## src/rtl/score_board.sv

```systemverilog
`default_nettype none
// ============================================================================
// Module   : score_board
// Purpose  : Per-frame BCD score keeper with a 4-digit seven-segment overlay
//            layer in the same rgb/alpha format as the sprite blocks.
// Revision : 1.0  initial release
// ============================================================================
module score_board #(
    parameter int                         H_DISP_LEN      = 11,
    parameter int                         V_DISP_LEN      = 10,
    parameter int                         COLOR_RGB_DEPTH = 12,
    parameter int                         X0              = 16,
    parameter int                         Y0              = 16,
    parameter logic [COLOR_RGB_DEPTH-1:0] FG_COLOR        = 12'hFF0
) (
    input  logic                       clk_vga,
    input  logic                       rst,
    input  logic                       en_i,
    input  logic                       v_sync_i,
    input  logic                       gamestart_i,
    input  logic                       crash_enemy_bullet_i,
    input  logic [H_DISP_LEN-1:0]      req_x_addr_i,
    input  logic [V_DISP_LEN-1:0]      req_y_addr_i,
    output logic [COLOR_RGB_DEPTH-1:0] vga_rgb_o,
    output logic                       vga_alpha_o,
    output logic [15:0]                score_o
);

    localparam logic [H_DISP_LEN-1:0] c_X0      = H_DISP_LEN'(X0);
    localparam logic [V_DISP_LEN-1:0] c_Y0      = V_DISP_LEN'(Y0);
    localparam logic [H_DISP_LEN-1:0] c_FIELD_W = H_DISP_LEN'(64);
    localparam logic [V_DISP_LEN-1:0] c_FIELD_H = V_DISP_LEN'(32);
    localparam logic [15:0]           c_SCORE_MAX = 16'h9999;

    logic        r_vs_d;
    logic        r_hit_pend;
    logic [15:0] r_score;
    logic [COLOR_RGB_DEPTH-1:0] r_rgb;
    logic        r_alpha;

    logic        w_frame_edge;
    logic [15:0] w_score_inc;
    logic        w_cy;

    assign w_frame_edge = r_vs_d & ~v_sync_i;

    // ------------------------------------------------------------------
    // Frame tracking and hit latch
    // ------------------------------------------------------------------
    always_ff @(posedge clk_vga) begin
        if (rst) begin
            r_vs_d <= 1'b1;
        end else begin
            r_vs_d <= v_sync_i;
        end
    end

    // A crash coinciding with the frame edge wins, so it counts in the new frame.
    always_ff @(posedge clk_vga) begin
        if (rst) begin
            r_hit_pend <= 1'b0;
        end else if (gamestart_i) begin
            r_hit_pend <= 1'b0;
        end else if (crash_enemy_bullet_i) begin
            r_hit_pend <= 1'b1;
        end else if (w_frame_edge) begin
            r_hit_pend <= 1'b0;
        end
    end

    // ------------------------------------------------------------------
    // BCD increment with ripple carry across digits
    // ------------------------------------------------------------------
    always_comb begin
        w_score_inc = r_score;
        w_cy        = 1'b1;
        for (int i = 0; i < 4; i++) begin
            if (w_cy) begin
                if (r_score[4*i +: 4] == 4'd9) begin
                    w_score_inc[4*i +: 4] = 4'd0;
                end else begin
                    w_score_inc[4*i +: 4] = r_score[4*i +: 4] + 4'd1;
                    w_cy                  = 1'b0;
                end
            end
        end
    end

    always_ff @(posedge clk_vga) begin
        if (rst) begin
            r_score <= 16'h0000;
        end else if (gamestart_i) begin
            r_score <= 16'h0000;
        end else if (w_frame_edge && r_hit_pend && (r_score != c_SCORE_MAX)) begin
            r_score <= w_score_inc;
        end
    end

    assign score_o = r_score;

    // ------------------------------------------------------------------
    // Field geometry; the >= guard stops an underflowed offset aliasing in
    // ------------------------------------------------------------------
    logic [H_DISP_LEN-1:0] w_dx;
    logic [V_DISP_LEN-1:0] w_dy;
    logic                  w_in_field;
    logic [1:0]            w_cell;
    logic [3:0]            w_lx;
    logic [4:0]            w_ly;

    assign w_dx       = req_x_addr_i - c_X0;
    assign w_dy       = req_y_addr_i - c_Y0;
    assign w_in_field = (req_x_addr_i >= c_X0) && (w_dx < c_FIELD_W) &&
                        (req_y_addr_i >= c_Y0) && (w_dy < c_FIELD_H);
    assign w_cell     = w_dx[5:4];
    assign w_lx       = w_dx[3:0];
    assign w_ly       = w_dy[4:0];

    // ------------------------------------------------------------------
    // Digit select and leading-zero blanking (cell 0 is thousands)
    // ------------------------------------------------------------------
    logic [3:0] w_digit;
    logic       w_blank;

    always_comb begin
        w_digit = 4'd0;
        w_blank = 1'b0;
        case (w_cell)
            2'd0: begin
                w_digit = r_score[15:12];
                w_blank = (r_score[15:12] == 4'd0);
            end
            2'd1: begin
                w_digit = r_score[11:8];
                w_blank = (r_score[15:8] == 8'd0);
            end
            2'd2: begin
                w_digit = r_score[7:4];
                w_blank = (r_score[15:4] == 12'd0);
            end
            default: begin
                w_digit = r_score[3:0];
                w_blank = 1'b0;
            end
        endcase
    end

    // ------------------------------------------------------------------
    // Segment set per digit, ordered {a,b,c,d,e,f,g}
    // ------------------------------------------------------------------
    logic [6:0] w_segs;

    always_comb begin
        w_segs = 7'b0000000;
        case (w_digit)
            4'd0:    w_segs = 7'b1111110;
            4'd1:    w_segs = 7'b0110000;
            4'd2:    w_segs = 7'b1101101;
            4'd3:    w_segs = 7'b1111001;
            4'd4:    w_segs = 7'b0110011;
            4'd5:    w_segs = 7'b1011011;
            4'd6:    w_segs = 7'b1011111;
            4'd7:    w_segs = 7'b1110000;
            4'd8:    w_segs = 7'b1111111;
            4'd9:    w_segs = 7'b1111011;
            default: w_segs = 7'b0000000;
        endcase
    end

    // Pixel-to-segment regions inside a 16x32 cell; columns 12-15 are the gap
    logic       w_col_ok;
    logic [6:0] w_region;
    logic       w_seg_hit;

    assign w_col_ok    = (w_lx <= 4'd11);
    assign w_region[6] = w_col_ok && (w_ly <= 5'd3);
    assign w_region[5] = w_col_ok && (w_lx >= 4'd8) && (w_ly <= 5'd17);
    assign w_region[4] = w_col_ok && (w_lx >= 4'd8) && (w_ly >= 5'd14);
    assign w_region[3] = w_col_ok && (w_ly >= 5'd28);
    assign w_region[2] = (w_lx <= 4'd3) && (w_ly >= 5'd14);
    assign w_region[1] = (w_lx <= 4'd3) && (w_ly <= 5'd17);
    assign w_region[0] = w_col_ok && (w_ly >= 5'd14) && (w_ly <= 5'd17);
    assign w_seg_hit   = |(w_region & w_segs);

    // ------------------------------------------------------------------
    // Registered pixel output, one cycle after the request
    // ------------------------------------------------------------------
    logic w_lit;

    assign w_lit = en_i & w_in_field & ~w_blank & w_seg_hit;

    always_ff @(posedge clk_vga) begin
        if (rst) begin
            r_alpha <= 1'b0;
            r_rgb   <= '0;
        end else begin
            r_alpha <= w_lit;
            r_rgb   <= w_lit ? FG_COLOR : '0;
        end
    end

    assign vga_alpha_o = r_alpha;
    assign vga_rgb_o   = r_rgb;

endmodule
`default_nettype wire

```

## config.mk

```make
export PLATFORM = sky130hd
export DESIGN_NAME = score_board
export DESIGN_NICKNAME = d
export VERILOG_FILES = /design/src/rtl/score_board.sv
export SDC_FILE = /design/constraint.sdc
export NUM_CORES = 1
export LEC_CHECK = 0
export ABC_AREA = 0
export BUFFER_PORTS_ARGS = -buffer_cell sky130_fd_sc_hd__buf_2
export CAP_MARGIN = 20
export CORE_MARGIN = 3
export CORE_UTILIZATION = 43
export DETAILED_ROUTE_END_ITERATION = 12
export PLACE_DENSITY_LB_ADDON = 0.08
export SYNTH_ARGS = -nofsm -noshare
export SYNTH_HDL_FRONTEND = slang
export SYNTH_SLANG_ARGS = --single-unit
```

## constraint.sdc

```tcl
create_clock -name clk_vga -period 3.35 [get_ports clk_vga]
set_input_delay 0.1675 -clock clk_vga [delete_from_list [all_inputs] [get_ports clk_vga]]
set_output_delay 0.1675 -clock clk_vga [all_outputs]
set_load 0.005 [all_outputs]
```

# Word-level counts from Yosys, hierarchy flattened
# Memory sizes are Yosys's and may differ from the RTL's.
# Cells that the tools add are included.
# word_totals
word_cells	78
romBits	112
reg_bits	31
mem_count	1
# op_classes
reduce_logical	24
addsub	6
n_mux	14
eq_ne	7
magnitude_cmp	11
bitwise_logic	7
# mem_list
memory	words	width	read_ports	rd_clocked_by_memory_dff	write_ports	line	source
(no name shown)	16	7	1	0	0	155	case (w_digit)
# op_table
operator	n
$add 4x1->4 const B	4
$eq 4x4->1 const B	4
$mux 4	4
$ne 16x16->1 const B	1
$logic_and 1x1->1	14
$logic_not 12->1	1
$mux 12	1
$pmux 4 s3	1
$ge 11x5->1 const B	1
$lt 11x7->1 const B	1
$sub 11x5->11 const B	1
$ge 10x5->1 const B	1
$lt 10x6->1 const B	1
$sub 10x5->10 const B	1
$logic_not 8->1	1
$and 7x7->7	1
$mux 1	7
$reduce_or 7->1	1
$reduce_and 2->1	3
$ge 5x4->1 const B	1
$ge 5x5->1 const B	1
$le 5x2->1 const B	1
$le 5x5->1 const B	1
$and 1x1->1	4
11 further kinds	12

# Longest topological paths before layout
# Gate-level depths: netlist (run 1).
# depth
ltp_word	9
depth_mapped	9

# Least setup slack after synthesis (run 1)
# Ideal clock, no wire load.
# synth_timing
path_kind	reg2reg
startpoint	register r_score[8], in the netlist score_o[8]
endpoint	register r_rgb[10], in the netlist vga_rgb_o[10]
slack_ns	1.177
path_stages_with_launch	10
required_time_ns	3.264
period_less_slack_ns	2.173
setup_ns	0.086
arrival_ns	2.086
path_cell_list	dfxtp_1 > clkbuf_1 > mux4_1 > inv_1 > ha_1 > mux2i_1 > nor2_1 > o311ai_1 > o2bb2ai_1 > a221oi_2
# synth_via
elab_chain_len	6
elab_cells_between_ends	11
# synth_rtl
element	line	source
start, declared	37	logic [15:0] r_score;
start signal, assigned	95	r_score <= w_score_inc;
$pmux 4 s3, or another cell as far along	128	case (w_cell)
$mem_v2 16x7 / $pmux 1 s3 (equally long branches)	n/a	
$and 7x7->7 / $not 1->1 (equally long branches)	183, 190	
$reduce_or 7->1 / $and 1x1->1 (equally long branches)	183, 190	
$and 1x1->1 (*)	190	assign w_lit = en_i & w_in_field & ~w_blank & w_seg_hit;
$mux 12 (*)	198	r_rgb <= w_lit ? FG_COLOR : '0;
end signal, assigned	198	
end, declared	38	logic [COLOR_RGB_DEPTH-1:0] r_rgb;
# Every way passes the cells marked *; elsewhere a longest branch is shown, timed or not.
# A chain may end at the register's enable or synchronous reset.

# Worst setup path in the final report (run 1)
# Same ends and word-level chain as after synthesis.

==> summary by stage, run 1 <==
Outcome
The run finished with clean final reports.

Synth
Of the total synthesized cell area, the portion taken by full adders, half adders and majority gates is 0.05085. In this run, distinct cell masters in the synthesized netlist total 50. After synthesis, the share of cell area in mux cells is 0.1144. In this run the cell area of the synthesized design comes to approximately 1500 um2. For this run, asynchronously set or reset flops after synthesis account for 0. The combinational family with the most area after synthesis is simple AND/OR/NAND/NOR gates.

A synthesized cell averages 8.341 um2. Yosys printed 0 warnings. Of the synthesized area, sequential elements account for 0.2576.

Of the total synthesized cell area, the portion taken by AND, OR, NAND and NOR gates is 0.2754. The compound-cell area share of the yosys netlist is 0.1195. The register bit count reported by yosys is 19. The cell count after synthesis came out at ~180. The dominant synthesized flop cell is dfxtp_1. Counting flops with a built-in enable in the synthesized netlist gives 0. The synthesized-area fraction occupied by xor and xnor cells is 0.06525.

Job
Max-cap violations in this run came to 0.

Place
The routability-driven placement congestion ratio is between 0.7 and 0.8. The count of buffers added on input and output ports is between 40 and 50. The pre-CTS setup slack is roughly 1100 ps. The placed wire-length estimate is around 2.7 mm.

Worst setup path
STA classifies the critical path startpoint as a register. Along the worst path, the maximum fanout reaches 9. Counting cells, the worst reg-to-reg path comes to 8. For this run, the slowest stage of the critical path takes 600 ps.

STA puts the critical path data arrival time at 2520 ps. The setup check on the worst reg-to-reg path leaves a slack of 1060 ps. The worst setup path is of the reg2reg kind. In this run the critical register-to-register path is launched from score_o[8]. The capture instance of the worst register-to-register path is vga_rgb_o[10]. Among all stages on the critical path, the largest delay is contributed by mux4_1.

The required time at the endpoint of the critical path is approximately 3600 ps. The worst setup path is captured at a register. The signal on the critical path passes through mux4_1 > inv_1 > ha_1 > mux2i_1 > nor2_1 > o311ai_1 > o2bb2ai_1 > a221oi_2.

Cells and area
The core occupancy in the finished layout is 0.5298. The repair_antennas step left the layout with diodes totalling 0. At the end of the flow, the number of nets in the layout was approximately 250. The area overhead of the layout relative to synthesis is 13.14%. The share of layout cells above drive strength 1 is 0.2877.

Drt
Wires add up to about 3.4 mm. The overall via count from detail_route is 1365. The iteration-0 DRC count of the detailed router is 46. The first detailed-routing pass took 4 iterations. After detailed routing, the average wire length per cell comes to around 13 um. The count of nets left with antenna violations once routing finished came out at 0. The detailed-route vias per instance is about 5.3. In the routed design, unresolved DRC markers number 0.

GRT
Global routing finished with a remaining overflow of 0. The number of global-route vias before repair is ~1300. The initial antenna violation count is 0. Entering global routing, the biggest net connects 17 pins. For this run, the total global-route usage over all layers was measured as 0.1703. The first global-routing pass estimated between 5 and 6 mm of wire.

Floorplan
The floorplan step set the die height to 64.60 um. The number of ports placed on the die boundary is 56. The area of the die is 4173 um2.

For this configuration, the core starts out at a cell density of 0.4683. Measured along the x axis, the die boundary spans between 60 and 70 um. The number of placement rows is 20. The floorplan core area is about 3200 um2.

Min path
The worst hold path passes through 3 cells. The startpoint of the tightest hold check path is crash_enemy_bullet_i. The path class of the tightest hold or removal check is in2reg. The worst hold endpoint is r_hit_pend.

Timing
The worst setup margin is approximately 1100 ps. The time the final worst path needs with I/O delays and setup is 2294 ps. The timing-limited maximum frequency is between 400 and 500 MHz.

The final clock period utilization by the worst path is 0.6847. The final number of setup-violating endpoints is 0. The count of endpoints failing hold in the final timing report was 0. The setup TNS after final layout is 0 ps.

The worst-case clock skew is 7.702 ps. Hold timing on the final database bottoms out at a slack of 66.20 ps. The count of final max-slew check failures is 0. Setup repair after global routing left no endpoint under its margin.

CTS
The tree is rooted in a clkbuf_4. For this design, the CTS-stage hold fixing added 0 buffers. Clock tree synthesis found a total of 19 sinks.

The buffer levels on the longest clock path is 2. In this run the number of H-tree levels came out at 1. The clock tree from TritonCTS is yes. Clock-pin slew was measured on the worst setup and hold paths at ~110 ps.

The number of clock buffers added by TritonCTS is 3. The total setup buffers inserted after CTS is 0. Gates resized during post-CTS repair numbered 0. At the later pin of the worst-skew pair, clock insertion delay measures between 300 and 400 ps.

Pwr
For this design the static power due to leakage is 0.0007259 uW. Power spread over the standard cell area amounts to 234.9 nW/um2. The maximum VDD drop is ~0.17 mV.
==> metrics by stage <==
step                      instance area, um2  instances  power [uW]
after floorplan                         1488        180       260.6
after global placement                  1644        252       276.5
after detailed placement                1644        252       277.8
after CTS                               1670        256       395.0
after global routing                    1670        256       414.4
final                                   1670        256       392.4
==> Yosys cell counts, drive strengths merged, types with 2 or more instances <==
cell,n,area share
nor2b,4,0.017
clkbuf,5,0.013
nand4,2,0.0085
a21oi,7,0.024
or2,3,0.013
nand2,10,0.025
ha,6,0.051
o2111ai,2,0.012
mux4,4,0.066
nand2b,2,0.0085
mux2i,6,0.041
a31oi,2,0.0085
o21ai,2,0.0068
and3,2,0.0085
nor4b,3,0.018
nor2,27,0.069
dfxtp,19,0.26
inv,8,0.020
nand3,8,0.027
nor3,4,0.014
nor4,2,0.0085
buf,15,0.081
xor2,5,0.030
xnor2,6,0.036
==> logic make-up (layout without fill, tap and decap cells) <==
family,Yosys count,in the layout
xor gates and xnor gates,11,11
adders and majority gates,6,6
other,1,4
muxes,11,11
buffers and inverters,28,60
AOI/OAI and AO/OA,24,24
DFF,19,19
and+or+nand+nor,77,77
==> flip-flops by register name (all words and copies together), names as in the netlist <==
register and flops:
vga_rgb_o 1, r_vs_d 1, score_o 16, r_hit_pend 1
==> layout by cell type (no fill, tap or decap), drive strengths merged, types with 3 or more instances in the layout <==
cell and instances:
a21oi 7, buf 48, clkbuf 4, conb 4, dfxtp 19, ha 6, inv 8, mux2i 6
mux4 4, nand2 10, nand3 8, nor2 27, nor2b 4, nor3 4, nor4b 3, or2 3
xnor2 6, xor2 5
==> report_power, final <==
part | total (uW) | switching (uW) | internal (uW)
Combinational | 44.6 | 23.9 | 20.7
Sequential | 228 | 0.859 | 227
Clock | 120 | 73.3 | 46.5
Total | 392 | 98.0 | 294
==> worst max path at each step <==
stage / startpoint / end / slack (ps) / cells after the start
after floorplan: score_o[8] / vga_rgb_o[10] / 1180 / 9
after global placement: req_x_addr_i[5] / vga_rgb_o[10] / 1120 / 9
after detailed placement: req_x_addr_i[5] / vga_rgb_o[10] / 1080 / 9
after CTS: score_o[8] / vga_rgb_o[10] / 1070 / 8
after global routing: score_o[8] / vga_rgb_o[10] / 920 / 8
final: score_o[8] / vga_rgb_o[10] / 1060 / 8
==> area by class of cell <==
class | count | area (um2)
Fill cell | 338 | 1483
Multi-Input combinational cell | 133 | 938.4
Sequential cell | 19 | 380.4
Timing Repair Buffer | 48 | 240.2
Tap cell | 44 | 55.05
Inverter | 8 | 30.03
Clock buffer | 4 | 26.28
==> worst max-delay path, delay by kind of cell (launching register included) <==
kind	cells	cell delay (ps)
AOI/OAI and AO/OA	3	620
adders and majority gates	1	250
buffers and inverters	1	130
DFF	1	420
muxes	2	740
and+or+nand+nor	1	50
==> routing by layer <==
metal / global-route usage / up-vias / part of all wire / wire length [um]
li1: - / 680 / - / -
met1: 0.1929 / 638 / 0.42 / 1417
met2: 0.3157 / 42 / 0.50 / 1701
met3: 0.02946 / 5 / 0.063 / 212
met4: 0.06332 / 0 / 0.014 / 48
met5: 0 / - / 0 / 0
(Power assumes the default switching activity.)
==> run 2: changes to the inputs <==
clock period = 2 ns   (was 3.35 ns; I/O delays follow)
==> summary by stage, run 2 (same netlist as run 1, synthesis figures left out) <==
Place
The placed wire-length estimate came to 2.895 mm (+7.5%). The quantity of I/O buffers inserted on ports was 48 (unchanged). The cell total after placement is 268 (+6.3%). The routability-driven placement congestion ratio is 0.7863 (+0.58%).

Min path
The min-delay analysis places its worst path in the category in2reg. The worst hold path begins at crash_enemy_bullet_i.

CTS
The tree is rooted in a clkbuf_4. The clock-pin slew on the worst setup and hold paths is 110 ps (about the same). The total clock buffers created by CTS is 3 (unchanged).

The clock sink count came to 19 (unchanged). The clock tree from TritonCTS is yes. The total setup buffers inserted after CTS was 0 (unchanged). The buffer levels on the longest clock path is 2 (unchanged).

The deepest level of the CTS H-tree was 1 (unchanged). The clock latency on the worst-skew pair is 300 ps (about the same).

Floorplan
The die outline height came to 64.60 um (unchanged). The floorplan core area is 3153 um2 (unchanged). The number of ports placed on the die boundary is 56 (unchanged). The overall die width is 64.60 um (unchanged). The area of the die is 4173 um2 (unchanged).

The initial core utilization is 0.4683 (unchanged). The number of placement rows is 20 (unchanged).

Pwr
The switching power total is 163.8 uW (+67%). The internal power component came to 494.6 uW (+68%). The leakage power summed over all cells was 0.0008101 uW (+12%). The combinational cell fraction of total power is 0.118 (+0.004).

The power density over cell area is 360.7 nW/um2 (+54%). The net switching fraction of the power came to 0.2488 (-0.001058). The sequential group share of total power came to 0.579 (-0.002).

The maximum VDD drop is 0.3833 mV (+120%). The relative contribution of the clock network to total power is 0.303 (-0.002).

Cells and area
The core occupancy in the finished layout is 0.5790 (+0.04921). In the layout the commonest cells are buf_2, nor2_1, buf_4, dfxtp_1, nand2_1. The most frequent standard cell in the layout excluding fill and tap cells is buf_2. The flip-flop count of the largest register after layout is 16 (unchanged). The number of standard cells in the final layout excluding fillers is 273 (+6.6%). The share of layout cells above drive strength 1 was 0.3712 (+0.08344). The area overhead of the layout relative to synthesis is 23.64%. The number of nets in the finished design is 263 (+6.9%). The antenna diode count is 0 (unchanged).

Timing
The count of endpoints failing hold in the final timing report was 0 (unchanged). Setup repair after global routing could not meet its margin everywhere. The final clock period utilization by the worst path is 1.018 (+0.3330). The max-slew headroom at the worst pin is 0.6036. The worst setup margin was -35.56 ps (-1092 ps). The time the final worst path needs with I/O delays and setup came to 2036 ps (-258.3 ps). The count of final max-slew check failures is 0 (unchanged). The transition time of the tightest slew-check pin is 586.4 ps. The timing-limited maximum frequency is 491.3 MHz (+13%).

The final number of setup-violating endpoints came to 1 (+1). The worst-case clock skew is 5.895 ps (-1.807 ps).

Drt
The residual DRC count is 0 (unchanged). The detailed-route vias per instance is 5.103 (-4.3%). The iteration-0 DRC count of the detailed router was 87 (+89%). The average wire per cell in the routed design is 13.30 um (+0.79%). The overall via count from detail_route is 1393 (+2.1%).

The sum of routed wire length over all layers is 3.632 mm (+7.5%). The number of nets still failing antenna checks after routing is 0 (unchanged). The first-pass detailed-route iteration total is 4 (unchanged).

GRT
The global router's overall resource usage is 0.1727 (+0.002481). The initial antenna violation count is 0 (unchanged). The pin count of the biggest net entering global routing was 17 (unchanged). The number of global-route vias before repair is 1294 (+0.70%). The leftover overflow at the end of global routing came to 0 (unchanged). The wire length of the first global-routing pass is 5.678 mm (+0.12%).

Worst setup path
The capture instance of the worst register-to-register path is vga_rgb_o[10]. The depth of the most critical reg-to-reg path came to 8 (unchanged). The category of the worst setup path launch point is a register. The critical path class is reg2reg. The capturing instance or port of the critical path is vga_rgb_o[10]. The reg2reg setup slack was -40 ps (-1090 ps).

The data arrival time at the worst-slack endpoint came to 2210 ps (-310 ps). The startpoint of the lowest-slack register-to-register path is score_o[5]. The maximum net fanout on the critical path is 5 (-4). The required time at the endpoint of the critical path came to 2170 ps (-1410 ps).

The first element of the critical path is score_o[5]. The kind of capture point of the worst setup path is a register.

Outcome
The run finished, with violations left. The checks that failed: negative setup slack.

Job
The count of max-cap constraint violations is 0 (unchanged).
## run 2: cell count changes in the layout (fill, tap and decap cells not counted)
cell / delta
dlygate4sd3_1: +1
inv_1: -2
ha_1: -2
dfxtp_1: -3
mux4_2: +1
inv_2: +2
buf_4: +16
mux4_1: -1
ha_4: +2
dfxtp_2: +3
## run 2: power by group through the flow
stage | Clock (uW) | Combinational (uW) | Sequential [uW]
global placement | 0 | 73.6 | 390
CTS | 204 | 76.3 | 382
global route | 224 | 87.8 | 382
floorplan | 0 | 46.8 | 390
finish | 199 | 77.7 | 381
detailed placement | 0 | 75.9 | 390
## run 2: critical path, stage by stage (launching register included)
cell and delay [ps]:
dfxtp_2 340, mux4_2 560, inv_1 150, ha_1 180, mux2i_1 90, o2111ai_1 190, o311ai_1 120, o2bb2ai_1 200
a221oi_2 70
## run 2: through the flow
stage | total power (uW) | TNS, ps | worst slack, ps | hold WS [ps] | instance area, um2
2_1_floorplan | 436.8 | -6.539 | -6.539 | 203.8 | 1511
4_1_cts | 661.7 | -14.32 | -14.32 | 5.237 | 1804
6_report | 658.4 | -35.56 | -35.56 | 8.614 | 1826
3_3_place_gp | 463.6 | 0 | 27.64 | 308.4 | 1777
3_5_place_dp | 466.1 | -24.38 | -24.38 | 318.5 | 1777
5_1_grt | 693.1 | -109.1 | -109.1 | 37.17 | 1826
## run 2: per-layer routing
metal,up-vias,global-route usage,part of all wire,wire (um)
met4,0,0.05013,0.0047,17
li1,712,-,-,-
met5,-,0,0,0
met1,651,0.2223,0.47,1694
met3,2,0.04333,0.042,151
met2,28,0.2848,0.49,1770
## run 2: what timing repair did
action                                  4_1_cts  5_1_grt
endpoints found under the setup margin        1        2
gates cloned                                  0        0
pin swaps                                     2        0
endpoints found under the hold margin         0        1
gates resized for setup                       1        3
hold buffers                                  0        1
## run 2: worst min-delay path by stage
stage / end / slack [ps] / depth (start not counted)
after floorplan: r_vs_d / 200 / 1
after global placement: r_vs_d / 310 / 2
after detailed placement: r_vs_d / 320 / 2
after CTS: r_vs_d / 5 / 2
after global routing: r_vs_d / 40 / 2
final: r_hit_pend / 9 / 3
## run 2: layout make-up
class,instances,area [um2]
multi-input combinational,133,959.7
inverter,8,30.03
clock buffer,4,26.28
sequential,19,384.1
tap,44,55.05
fill,324,1328
timing repair buffer,65,370.4
